### src/rtl/mul_pipe_pkg.sv
// Shared constants, payload type and operand-extension helper for mul_pipe.
// Build option: MUL_PIPE_ACC_EN adds the running accumulator.
package mul_pipe_pkg;

    localparam int W_MIN      = 2;
    localparam int W_MAX      = 32;
    localparam int STAGES_MIN = 2;
    localparam int STAGES_MAX = 8;
    localparam int PW_MAX     = 2 * W_MAX;

    // Per-stage payload. The product field is sized for the widest
    // operand. Narrower instances use the low 2*W bits and tie the rest to zero.
    typedef struct packed {
        logic              valid;
        logic [PW_MAX-1:0] product;
        logic              acc_clr;
    } stage_t;

    // Widen a w-bit operand to w+1 bits. The result is sign-extended when sgn is set
    // and zero-extended otherwise. Bits above position w repeat the fill bit, so the
    // caller can take bits [w:0].
    function automatic logic [W_MAX:0] ext_op(input logic [W_MAX-1:0] x,
                                              input logic             sgn,
                                              input int               w);
        logic [W_MAX:0] r;
        logic           fill;
        fill = sgn & x[w-1];
        r    = '0;
        for (int i = 0; i < W_MAX; i++) begin
            r[i] = (i < w) ? x[i] : fill;
        end
        r[W_MAX] = fill;
        return r;
    endfunction

endpackage

### src/rtl/mul_core.sv
// Combinational (W+1) x (W+1) signed multiplier, full 2W+2-bit result.
// Build option: none (MUL_PIPE_ACC_EN does not affect this file).
module mul_core
    import mul_pipe_pkg::*;
#(
    parameter int W = 8
) (
    input  logic [W:0]     x,
    input  logic [W:0]     y,
    output logic [2*W+1:0] prod
);

    logic signed [2*W+1:0] xs;
    logic signed [2*W+1:0] ys;

    // Sign-extend both operands to the result width before multiplying. The low
    // 2W+2 bits of the product are then exact.
    assign xs   = {{(W+1){x[W]}}, x};
    assign ys   = {{(W+1){y[W]}}, y};
    assign prod = xs * ys;

endmodule

### src/rtl/mul_pipe.sv
// Pipelined W x W multiplier with per-operand signedness and a global-stall
// valid/ready handshake. Latency is STAGES cycles.
// Build option: define MUL_PIPE_ACC_EN to add the acc_clr input and a wrapping
// 2W-bit accumulator. With the option, p shows the running sum.
module mul_pipe
    import mul_pipe_pkg::*;
#(
    parameter int W      = 8,
    parameter int STAGES = 3
) (
    input  logic           clk,
    input  logic           rst,
    input  logic           in_valid,
    output logic           in_ready,
    input  logic [W-1:0]   a,
    input  logic [W-1:0]   b,
    input  logic           sgn_a,
    input  logic           sgn_b,
`ifdef MUL_PIPE_ACC_EN
    input  logic           acc_clr,
`endif
    output logic           out_valid,
    input  logic           out_ready,
    output logic [2*W-1:0] p
);

    if (W < W_MIN || W > W_MAX) begin : g_bad_w
        $error("mul_pipe: W out of range");
    end
    if (STAGES < STAGES_MIN || STAGES > STAGES_MAX) begin : g_bad_stages
        $error("mul_pipe: STAGES out of range");
    end

    // Handshake: an input transfer happens on an edge where in_valid & in_ready.
    // An output transfer happens on an edge where out_valid & out_ready.
    // The stall is global. A held result (out_valid & ~out_ready) freezes every stage,
    // and in_ready drops in the same cycle. Raising out_ready clears the stall
    // combinationally, so the output drain and a new accept can share one edge.
    logic stall;

    logic           s1_valid;
    logic [W-1:0]   s1_a;
    logic [W-1:0]   s1_b;
    logic           s1_sgn_a;
    logic           s1_sgn_b;
    logic           s1_clr;

    logic [W_MAX:0] ext_a_full;
    logic [W_MAX:0] ext_b_full;
    logic [W:0]     ext_a;
    logic [W:0]     ext_b;
    logic [2*W+1:0] prod_full;
    logic [2*W-1:0] prod;

    stage_t         stage_in [2:STAGES];
    stage_t         last_load;
    stage_t         pipe     [2:STAGES];

    assign stall     = out_valid & ~out_ready;
    assign in_ready  = ~stall;
    assign out_valid = pipe[STAGES].valid;
    assign p         = pipe[STAGES].product[2*W-1:0];

    // Stage 1: capture the operands only on accept. An idle cycle loads a bubble.
    always_ff @(posedge clk or negedge rst) begin
        if (!rst) begin
            s1_valid <= 1'b0;
            s1_a     <= '0;
            s1_b     <= '0;
            s1_sgn_a <= 1'b0;
            s1_sgn_b <= 1'b0;
        end else if (!stall) begin
            s1_valid <= in_valid;
            if (in_valid) begin
                s1_a     <= a;
                s1_b     <= b;
                s1_sgn_a <= sgn_a;
                s1_sgn_b <= sgn_b;
            end
        end
    end

`ifdef MUL_PIPE_ACC_EN
    // Stage 1 clear flag. It is captured with the operands.
    always_ff @(posedge clk or negedge rst) begin
        if (!rst) begin
            s1_clr <= 1'b0;
        end else if (!stall && in_valid) begin
            s1_clr <= acc_clr;
        end
    end
`else
    assign s1_clr = 1'b0;
`endif

    assign ext_a_full = ext_op(W_MAX'(s1_a), s1_sgn_a, W);
    assign ext_b_full = ext_op(W_MAX'(s1_b), s1_sgn_b, W);
    assign ext_a      = ext_a_full[W:0];
    assign ext_b      = ext_b_full[W:0];

    mul_core #(.W(W)) u_core (
        .x    (ext_a),
        .y    (ext_b),
        .prod (prod_full)
    );

    assign prod = prod_full[2*W-1:0];

    // Value offered to each stage on the next unstalled edge.
    always_comb begin
        for (int k = 2; k <= STAGES; k++) begin
            stage_in[k] = '0;
        end
        stage_in[2] = {s1_valid, PW_MAX'(prod), s1_clr};
        for (int k = 3; k <= STAGES; k++) begin
            stage_in[k] = pipe[k-1];
        end
    end

`ifdef MUL_PIPE_ACC_EN
    logic [2*W-1:0] acc_q;
    logic [2*W-1:0] acc_next;
    logic [2*W-1:0] entering;

    assign entering = stage_in[STAGES].product[2*W-1:0];
    assign acc_next = stage_in[STAGES].acc_clr ? entering : acc_q + entering;

    // The accumulator steps once per transaction entering the last stage.
    always_ff @(posedge clk or negedge rst) begin
        if (!rst) begin
            acc_q <= '0;
        end else if (!stall && stage_in[STAGES].valid) begin
            acc_q <= acc_next;
        end
    end

    // The last stage carries the new accumulator value instead of the raw product.
    always_comb begin
        last_load         = stage_in[STAGES];
        last_load.product = PW_MAX'(acc_next);
    end
`else
    // The last stage carries the raw product.
    always_comb begin
        last_load = stage_in[STAGES];
    end
`endif

    // Stages 2..STAGES shift together and hold as a block while stalled.
    always_ff @(posedge clk or negedge rst) begin
        if (!rst) begin
            for (int k = 2; k <= STAGES; k++) begin
                pipe[k] <= '0;
            end
        end else if (!stall) begin
            for (int k = 2; k < STAGES; k++) begin
                pipe[k] <= stage_in[k];
            end
            pipe[STAGES] <= last_load;
        end
    end

    // Bits that exist only because the shared types are sized for the widest case.
    logic unused_misc;
    assign unused_misc = ^{prod_full[2*W+1:2*W], pipe[STAGES].acc_clr};

    if (W < W_MAX) begin : g_unused_hi
        logic unused_hi;
        assign unused_hi = ^{ext_a_full[W_MAX:W+1], ext_b_full[W_MAX:W+1],
                             pipe[STAGES].product[PW_MAX-1:2*W]};
    end

endmodule

### config.mk
export PLATFORM = sky130hd
export DESIGN_NAME = mul_pipe
export DESIGN_NICKNAME = d
export VERILOG_FILES = /design/src/rtl/mul_pipe_pkg.sv /design/src/rtl/mul_core.sv /design/src/rtl/mul_pipe.sv
export SDC_FILE = /design/constraint.sdc
export NUM_CORES = 1
export LEC_CHECK = 0
export CAP_MARGIN = 10
export CORE_UTILIZATION = 60
export CTS_CLUSTER_DIAMETER = 80
export DETAILED_ROUTE_END_ITERATION = 10
export PLACE_DENSITY = 0.91
export SKIP_CTS_REPAIR_TIMING = 1
export SLEW_MARGIN = 30
export SYNTH_ARGS = -nofsm -noshare
export SYNTH_HDL_FRONTEND = slang
export SYNTH_SLANG_ARGS = --single-unit
### constraint.sdc
create_clock -name clk -period 6.6 [get_ports clk]
set_input_delay 0.99 -clock clk [delete_from_list [all_inputs] [get_ports clk]]
set_output_delay 0.99 -clock clk [all_outputs]
set_load 0.02 [all_outputs]
==> flow_summary.yaml, run 1 <==
synthesis:
  synth_cell_types: 37
  ys_ff_latch: 53
  synthMuxAreaShare_pct: 4.23
  avgSynthCellArea_um2: 9.46
  ys_seq_area_share_pct: 27.7
  synthArstFlopShare_pct: 100
  synth_edf_count: 0
  syn_inst: 506
  synth_top_area_share_pct: 27.7
  ys.warnings.count: 0
  syn_area_um2: 4790
  synth_compound_area_share_pct: 4.91
  yosys.area_share.adder_pct: 35.0
  synth_ff_type: "dfrtp_1"
  synth-xor-area-share_pct: 2.74
  yosysTopAreaCell: "dfrtp_1"
  synth_most_common_cell: "nand2_1"
  yosys.area_share.simple_pct: 16.3
  synth_top_family_by_area: "adder cells"
  ys_top_cells_by_area: "dfrtp_1 28%, fa_1 26%, nand2_1 8.8%"
  syn-num-nets: 624
  netlist_top_cells_count: "112 x nand2_1, 91 x inv_1, 63 x fa_1, 53 x dfrtp_1"
route:
  wl_per_cell_um: 13.7
  first_iter_violations: 104
  totalWireLength_um: 8690
  first_pass_iters: 5
  drc: 0
  vias: 3256
  antenna_left: 0
  viasPerCell: 5.15
grt:
  grt_max_degree: 54
  first_global_vias: 3392
  globalRouteOverflowTotal: 0
  antenna_found_initial: 0
  grt_pass1_wl_um: 15300
  grt_usage_pct: 23.4
placement:
  numPortBuffers: 39
  hpwl_um: 6960
  gp_congestion: 0.916
  placed_area_um2: 5220
  place_inst: 624
timing:
  worstMarginPinSlew_ns: 0.640
  fin_skew_ns: 0.00793
  final_max_slew_viol_count: 0
  fmax_mhz: 194
  slew_headroom_pct: 57.3
  rsz0062_at_grt: "false"
  min_period_ns: 5.14
  whs_ns: 0.468
  hold_viol: 0
  fin_crit_sh_pct: 77.9
  setup_viol: 0
  setup_tns_ns: 0
final_layout:
  register_area_um2: 1330
  fin_nets: 647
  n_fill_cell: 551
  instances_no_fill: 632
  multi_input_area_um2: 3030
  drive_gt1_share_pct: 7.17
  syn2layout_area_growth_pct: 10.8
  antenna_cells: 0
  postLayoutCellArea_um2: 5310
critical_path:
  path_buf_inv: 3
  cp_cell_sequence: "nand2_2, or2_2, fa_1, fa_1, inv_1, fa_1, fa_1, inv_1, fa_1, inv_1, ha_1, o21ai_1, a31oi_4, o221ai_2, a21boi_2, o211a_1, a211oi_1"
  crit_path_end_kind: "flop"
  path_common_cell: "fa_1"
  critPathMaxStageDelay_ns: 0.54
  critPathLaunchType: "flop"
  slowest_stage: "fa_1"
  critPathArrivalTime_ns: 5.37
  worstPathRequired_ns: 6.83
  path_delay_family: "adder cells"
  path_max_fanout: 11
  critPathKind: "reg -> reg"
  ff2ff_setup_slack_ns: 1.46
run_status:
  status: "completed"
clock_tree:
  cts_root_buf: "clkbuf_8"
  numClockSinks: 53
  h-tree-depth: 2
  clkLatencyLatePin_ns: 0.31
  cts_tree: "yes"
  cts_buffer_depth: 2
  clk_pin_slew_worst_paths_ns: 0.10
  cts_buffers: 5
die:
  die_area_um2: 8340
  rows: 32
  ioPinCount: 40
  core_area_um2: 7730
  initial_core_util_pct: 61.9
  die_h_um: 91.3
  die_w_um: 91.3
hold_path:
  hold_class: "reg -> reg"
run:
  cap_viol_max_count: 0
## layout by cell type, fill, tap and decap left out, types with 5 or more instances in the layout
master           count
xnor2_1              9
clkdlybuf4s50_1     38
xor2_1               6
inv_1               91
nor2_1              14
fa_1                63
nand2_1            112
ha_1                33
dfrtp_1             53
and2_1              33
a21oi_1              8
o21ai_0              5
mux2_2              18
clkbuf_8             5
## flip-flops by register name (all words and copies together) (netlist names)
name / count
s1_sgn_a: 1
last_load: 17
s1_b: 8
s1_valid: 1
out_valid: 1
p: 16
s1_a: 8
s1_sgn_b: 1
## per-stage QoR
stage / util, % / setup slack, ns
after floorplan: - / 1.75
after global placement: 67.5 / 1.61
after detailed placement: 67.6 / 1.46
after CTS: 68.7 / 1.43
after global routing: 68.7 / 1.15
final: 68.7 / 1.46
## logic make-up after synthesis
| family | Yosys count |
|---|---|
| simple gates | 175 |
| buf+inv | 116 |
| fa+ha+maj | 96 |
| flops | 53 |
| compound gates | 33 |
| mux | 18 |
| xor+xnor | 15 |
## metal layers
layer / routed length, µm / up-vias / global-route usage [%]
met2: 4670 / 77 / 43.2
li1: - / 1568 / -
met4: 78 / 0 / 6.08
met3: 327 / 9 / 3.10
met1: 3610 / 1602 / 29.0
met5: 0 / - / 0
## final cells by class
type,count,share of cell area (%)
well taps,102,2.41
multi-input cells,337,57.0
clock inverters,2,0.259
clock buffers,6,1.37
flip-flops and latches,53,25.0
inverters,92,6.51
repair buffers,40,7.45
## path summary, 6_finish.rpt
check | start | end | cells after the start
max | s1_b[7] | last_load[14] | 17
min | last_load[65] | out_valid | 1
max reg2reg | s1_b[7] | last_load[14] | 17
min reg2reg | last_load[65] | out_valid | 1
max in group asynchronous | rst | s1_sgn_a | 1
min in group asynchronous | rst | p[10] | 1
Power of run 1 is not shown: default switching activity piles up to over one toggle a cycle in this logic, so the estimate is an artifact.
==> inputs of run 2 (changes only) <==
--- a/config.mk
+++ b/config.mk
@@ -6,10 +6,10 @@
 export NUM_CORES = 1
 export LEC_CHECK = 0
 export CAP_MARGIN = 10
-export CORE_UTILIZATION = 60
+export CORE_UTILIZATION = 54
 export CTS_CLUSTER_DIAMETER = 80
 export DETAILED_ROUTE_END_ITERATION = 10
-export PLACE_DENSITY = 0.91
+export PLACE_DENSITY = 0.87
 export SKIP_CTS_REPAIR_TIMING = 1
 export SLEW_MARGIN = 30
 export SYNTH_ARGS = -nofsm -noshare
==> constraint.sdc (replaced) <==
create_clock -name clk -period 4.55 [get_ports clk]
set_input_delay 0.6825 -clock clk [delete_from_list [all_inputs] [get_ports clk]]
set_output_delay 0.6825 -clock clk [all_outputs]
set_load 0.02 [all_outputs]
==> run 2 against run 1 <==
Compared with the run above: the flow now finishes with violations (negative setup slack); worst setup slack got worse by 1.6 ns; count of clock-buffer cells in the layout did not move; core utilization down 0.78 points; critical path depth stayed put; non-clock buffer count grew 36; die area up 11%; first-iteration DRC count increased by 66%; wire length increased by 12%; clock skew up 0.0045 ns; global-route usage is 0.89 points lower.
==> flow_summary.yaml, run 2 (synthesis gave the netlist of run 1 again) <==
timing:
  slew_headroom_pct: 56.8
  worstMarginPinSlew_ns: 0.647
  final_max_slew_viol_count: 0
  whs_ns: 0.466
  hold_viol: 0
  rsz0062_at_grt: "true"
  setup_tns_ns: -0.523
  fmax_mhz: 211
  fin_skew_ns: 0.0124
  setup_viol: 5
  setup_ws_ns: -0.184
  min_period_ns: 4.73
  fin_crit_sh_pct: 104
grt:
  grt_max_degree: 54
  grt_usage_pct: 22.5
  first_global_vias: 3586
  antenna_found_initial: 0
  globalRouteOverflowTotal: 0
  grt_pass1_wl_um: 15900
clock_tree:
  clk_pin_slew_worst_paths_ns: 0.10
  cts_buffer_depth: 2
  clkLatencyLatePin_ns: 0.32
  cts_tree: "yes"
  h-tree-depth: 2
  numClockSinks: 53
  cts_buffers: 5
  cts_root_buf: "clkbuf_8"
route:
  first_iter_violations: 173
  totalWireLength_um: 9720
  wl_per_cell_um: 14.5
  drc: 0
  viasPerCell: 5.11
  first_pass_iters: 4
  antenna_left: 0
  vias: 3428
die:
  ioPinCount: 40
  core_area_um2: 8380
  die_w_um: 96.2
  rows: 33
  die_h_um: 96.2
  initial_core_util_pct: 57.1
  die_area_um2: 9250
placement:
  hpwl_um: 7530
  numPortBuffers: 39
  placed_area_um2: 5480
  gp_congestion: 0.825
critical_path:
  worstPathRequired_ns: 4.74
  critPathLaunchType: "flop"
  critPathKind: "reg -> reg"
  path_max_fanout: 4
  crit_path_end_kind: "flop"
  critPathArrivalTime_ns: 4.92
run_status:
  status: "complete, but fails checks"
  failed_checks: "negative setup slack"
final_layout:
  syn2layout_area_growth_pct: 18.9
  drive_gt1_share_pct: 17.1
  postLayoutCellArea_um2: 5690
  utilization_pct: 67.9
  mostFrequentLayoutCells: "111 x nand2_1, 85 x inv_1, 61 x fa_1, 50 x dfrtp_1, 38 x clkdlybuf4s50_1"
  layout_commonest_cell: "nand2_1"
  antenna_cells: 0
  fin_nets: 683
  n_fill_cell: 621
  largest_register_ffs: 17
run:
  cap_viol_max_count: 0
hold_path:
  hold_class: "in -> async"
## run 2: layer usage
metal  global-route usage [%]  vias up  routed length, µm
met3                     3.55       21                416
met1                     27.5     1672               4040
met5                        0        -                  0
met4                     6.47        0                212
li1                         -     1632                  -
met2                     41.0      103               5050
## run 2: metrics by stage
stage,setup slack (ns),std cells
floorplan,0.0138,506
global placement,-0.0299,655
detailed placement,-0.163,655
CTS,-0.180,663
global route,-0.290,671
finish,-0.184,671
## run 2: worst max-delay path: stages, from the launching register on
cell	delay, ns
dfrtp_1	0.42
nand2_4	0.09
or2_4	0.24
fa_1	0.49
fa_1	0.56
inv_2	0.05
fa_1	0.50
fa_1	0.56
inv_2	0.04
fa_1	0.49
inv_2	0.05
ha_4	0.22
o21ai_4	0.17
a31oi_4	0.06
o21ai_1	0.16
or3b_1	0.37
nand2_1	0.10
o21ai_1	0.06
## run 2: worst paths after layout
kind | endpoint | slack (ns) | start | cells after the start
worst min register to register | p[11] | 0.47 | p[11] | 2
worst max register to register | last_load[12] | -0.18 | s1_b[7] | 17
worst min-delay path | p[13] | 0.47 | rst | 2
max in group asynchronous | s1_b[6] | 3.61 | rst | 2
min in group clk | p[11] | 0.47 | p[11] | 2
worst max-delay path | last_load[12] | -0.18 | s1_b[7] | 17
## run 2: final cells by class
type,count,area [µm²],share of cell area (%)
clock buffers,6,72.6,1.28
clock inverters,2,13.8,0.242
inverters,92,348,6.11
multi-input cells,337,3130,55.0
flip-flops and latches,53,1330,23.4
well taps,105,131,2.31
repair buffers,76,663,11.7
Power of run 2 is left out for the same reason.
==> inputs of run 3 (changes only) <==
--- a/config.mk
+++ b/config.mk
@@ -6,9 +6,12 @@
 export NUM_CORES = 1
 export LEC_CHECK = 0
 export CAP_MARGIN = 10
+export CORE_MARGIN = 8
 export CORE_UTILIZATION = 54
 export CTS_CLUSTER_DIAMETER = 80
 export DETAILED_ROUTE_END_ITERATION = 10
+export GPL_ROUTABILITY_DRIVEN = 0
+export HOLD_SLACK_MARGIN = 0.03
 export PLACE_DENSITY = 0.87
 export SKIP_CTS_REPAIR_TIMING = 1
 export SLEW_MARGIN = 30
==> run 3 against run 2 <==
Compared with the run above: the flow still finishes with violations (negative setup slack); flip-flop and latch count unchanged; final area increased by 0.77%; maximum frequency decreased by 0.39%; die area increased by 31%; highest routed layer unchanged; critical path type unchanged; core utilization decreased by 1.8 points; worst setup slack got worse by 0.019 ns; sequential share of layout area decreased by 0.18 points.
==> flow_summary.yaml, run 3 (synthesis gave the netlist of run 1 again) <==
run_status:
  status: "complete, but fails checks"
  failed_checks: "negative setup slack"
route:
  totalWireLength_um: 9890
  first_iter_violations: 177
  first_pass_iters: 6
  antenna_left: 0
  vias: 3499
  drc: 0
  wl_per_cell_um: 14.6
  viasPerCell: 5.17
final_layout:
  largest_register_ffs: 17
  utilization_pct: 66.1
  drive_gt1_share_pct: 17.4
  n_fill_cell: 657
  multi_input_area_um2: 3140
  fin_nets: 686
  mostFrequentLayoutCells: "111 x nand2_1, 85 x inv_1, 62 x fa_1, 50 x dfrtp_1, 39 x buf_4"
  register_area_um2: 1330
  syn2layout_area_growth_pct: 19.8
  antenna_cells: 0
  layout_commonest_cell: "nand2_1"
critical_path:
  reg2reg_depth: 18
  critPathArrivalTime_ns: 4.94
  crit-reg2reg-launch: "s1_b[7]"
  ff2ff_setup_slack_ns: -0.20
  crit_path_end_kind: "flop"
  worstPathRequired_ns: 4.74
  critPathKind: "reg -> reg"
  critPathLaunchType: "flop"
  path_max_fanout: 3
  r2r-end: "last_load[12]"
timing:
  fin_crit_sh_pct: 104
  final_max_slew_viol_count: 0
  min_period_ns: 4.75
  fin_skew_ns: 0.0154
  fmax_mhz: 210
  slew_headroom_pct: 56.6
  worstMarginPinSlew_ns: 0.651
  hold_viol: 0
  rsz0062_at_grt: "true"
  setup_ws_ns: -0.203
  whs_ns: 0.466
  setup_viol: 5
clock_tree:
  h-tree-depth: 2
  cts_buffer_depth: 2
  numClockSinks: 53
  clkLatencyLatePin_ns: 0.32
  cts_buffers: 5
  clk_pin_slew_worst_paths_ns: 0.11
  cts_tree: "yes"
  cts_root_buf: "clkbuf_8"
grt:
  globalRouteOverflowTotal: 0
  antenna_found_initial: 0
  grt_pass1_wl_um: 16600
  first_global_vias: 3765
  grt_usage_pct: 17.1
  grt_max_degree: 54
run:
  cap_viol_max_count: 0
hold_path:
  hold_class: "in -> async"
die:
  initial_core_util_pct: 55.2
  die_area_um2: 12100
  core_area_um2: 8680
  die_w_um: 110
  ioPinCount: 40
  die_h_um: 110
  rows: 34
placement:
  hpwl_um: 7780
  numPortBuffers: 39
[run 3: worst max path at each step]
stage                  start       endpoint  slack (ns)  cells past startpoint
floorplan            s1_a[7]  last_load[15]        0.01                     16
global placement    s1_sgn_a  last_load[14]       0.003                     17
detailed placement  s1_sgn_a  last_load[14]       -0.22                     17
CTS                 s1_sgn_a  last_load[14]       -0.29                     17
global route        s1_sgn_b  last_load[12]       -0.37                     17
finish               s1_b[7]  last_load[12]       -0.20                     18
[run 3: area by class of cell]
cell class                      instances  share of cell area, %
Clock buffer                            5                   1.20
Timing Repair Buffer                   79                   12.2
Clock inverter                          3                  0.371
Inverter                               92                   6.02
Multi-Input combinational cell        337                   54.7
Sequential cell                        53                   23.2
Tap cell                              108                   2.36
[run 3: metrics by stage]
step | cells | cell area, µm² | setup TNS (ns) | setup WS [ns]
floorplan | 506 | 4860 | 0 | 0.0138
global placement | 658 | 5480 | 0 | 0.00286
detailed placement | 658 | 5480 | -0.594 | -0.216
CTS | 666 | 5570 | -0.941 | -0.287
global route | 677 | 5730 | -1.84 | -0.370
finish | 677 | 5730 | -0.748 | -0.203
[run 3: worst max-delay path, cell delays in order (launching register included)]
cell and delay, ns:
dfrtp_1 0.43, buf_4 0.15, buf_4 0.14, nand2_2 0.06, fa_1 0.44, fa_1 0.54
inv_2 0.05, fa_1 0.52, fa_1 0.59, inv_2 0.05, fa_1 0.51, inv_2 0.05
ha_4 0.22, o21ai_4 0.16, a31oi_4 0.06, o21ai_1 0.16, or3b_1 0.36, nand2_1 0.07
o21ai_0 0.07
[run 3: per-layer routing]
metal / GRT usage, % / routed length (µm)
met4: 4.57 / 184
met5: 0 / 0
met1: 20.5 / 4120
met2: 30.9 / 5130
met3: 2.91 / 462
Power of run 3 is left out for the same reason.
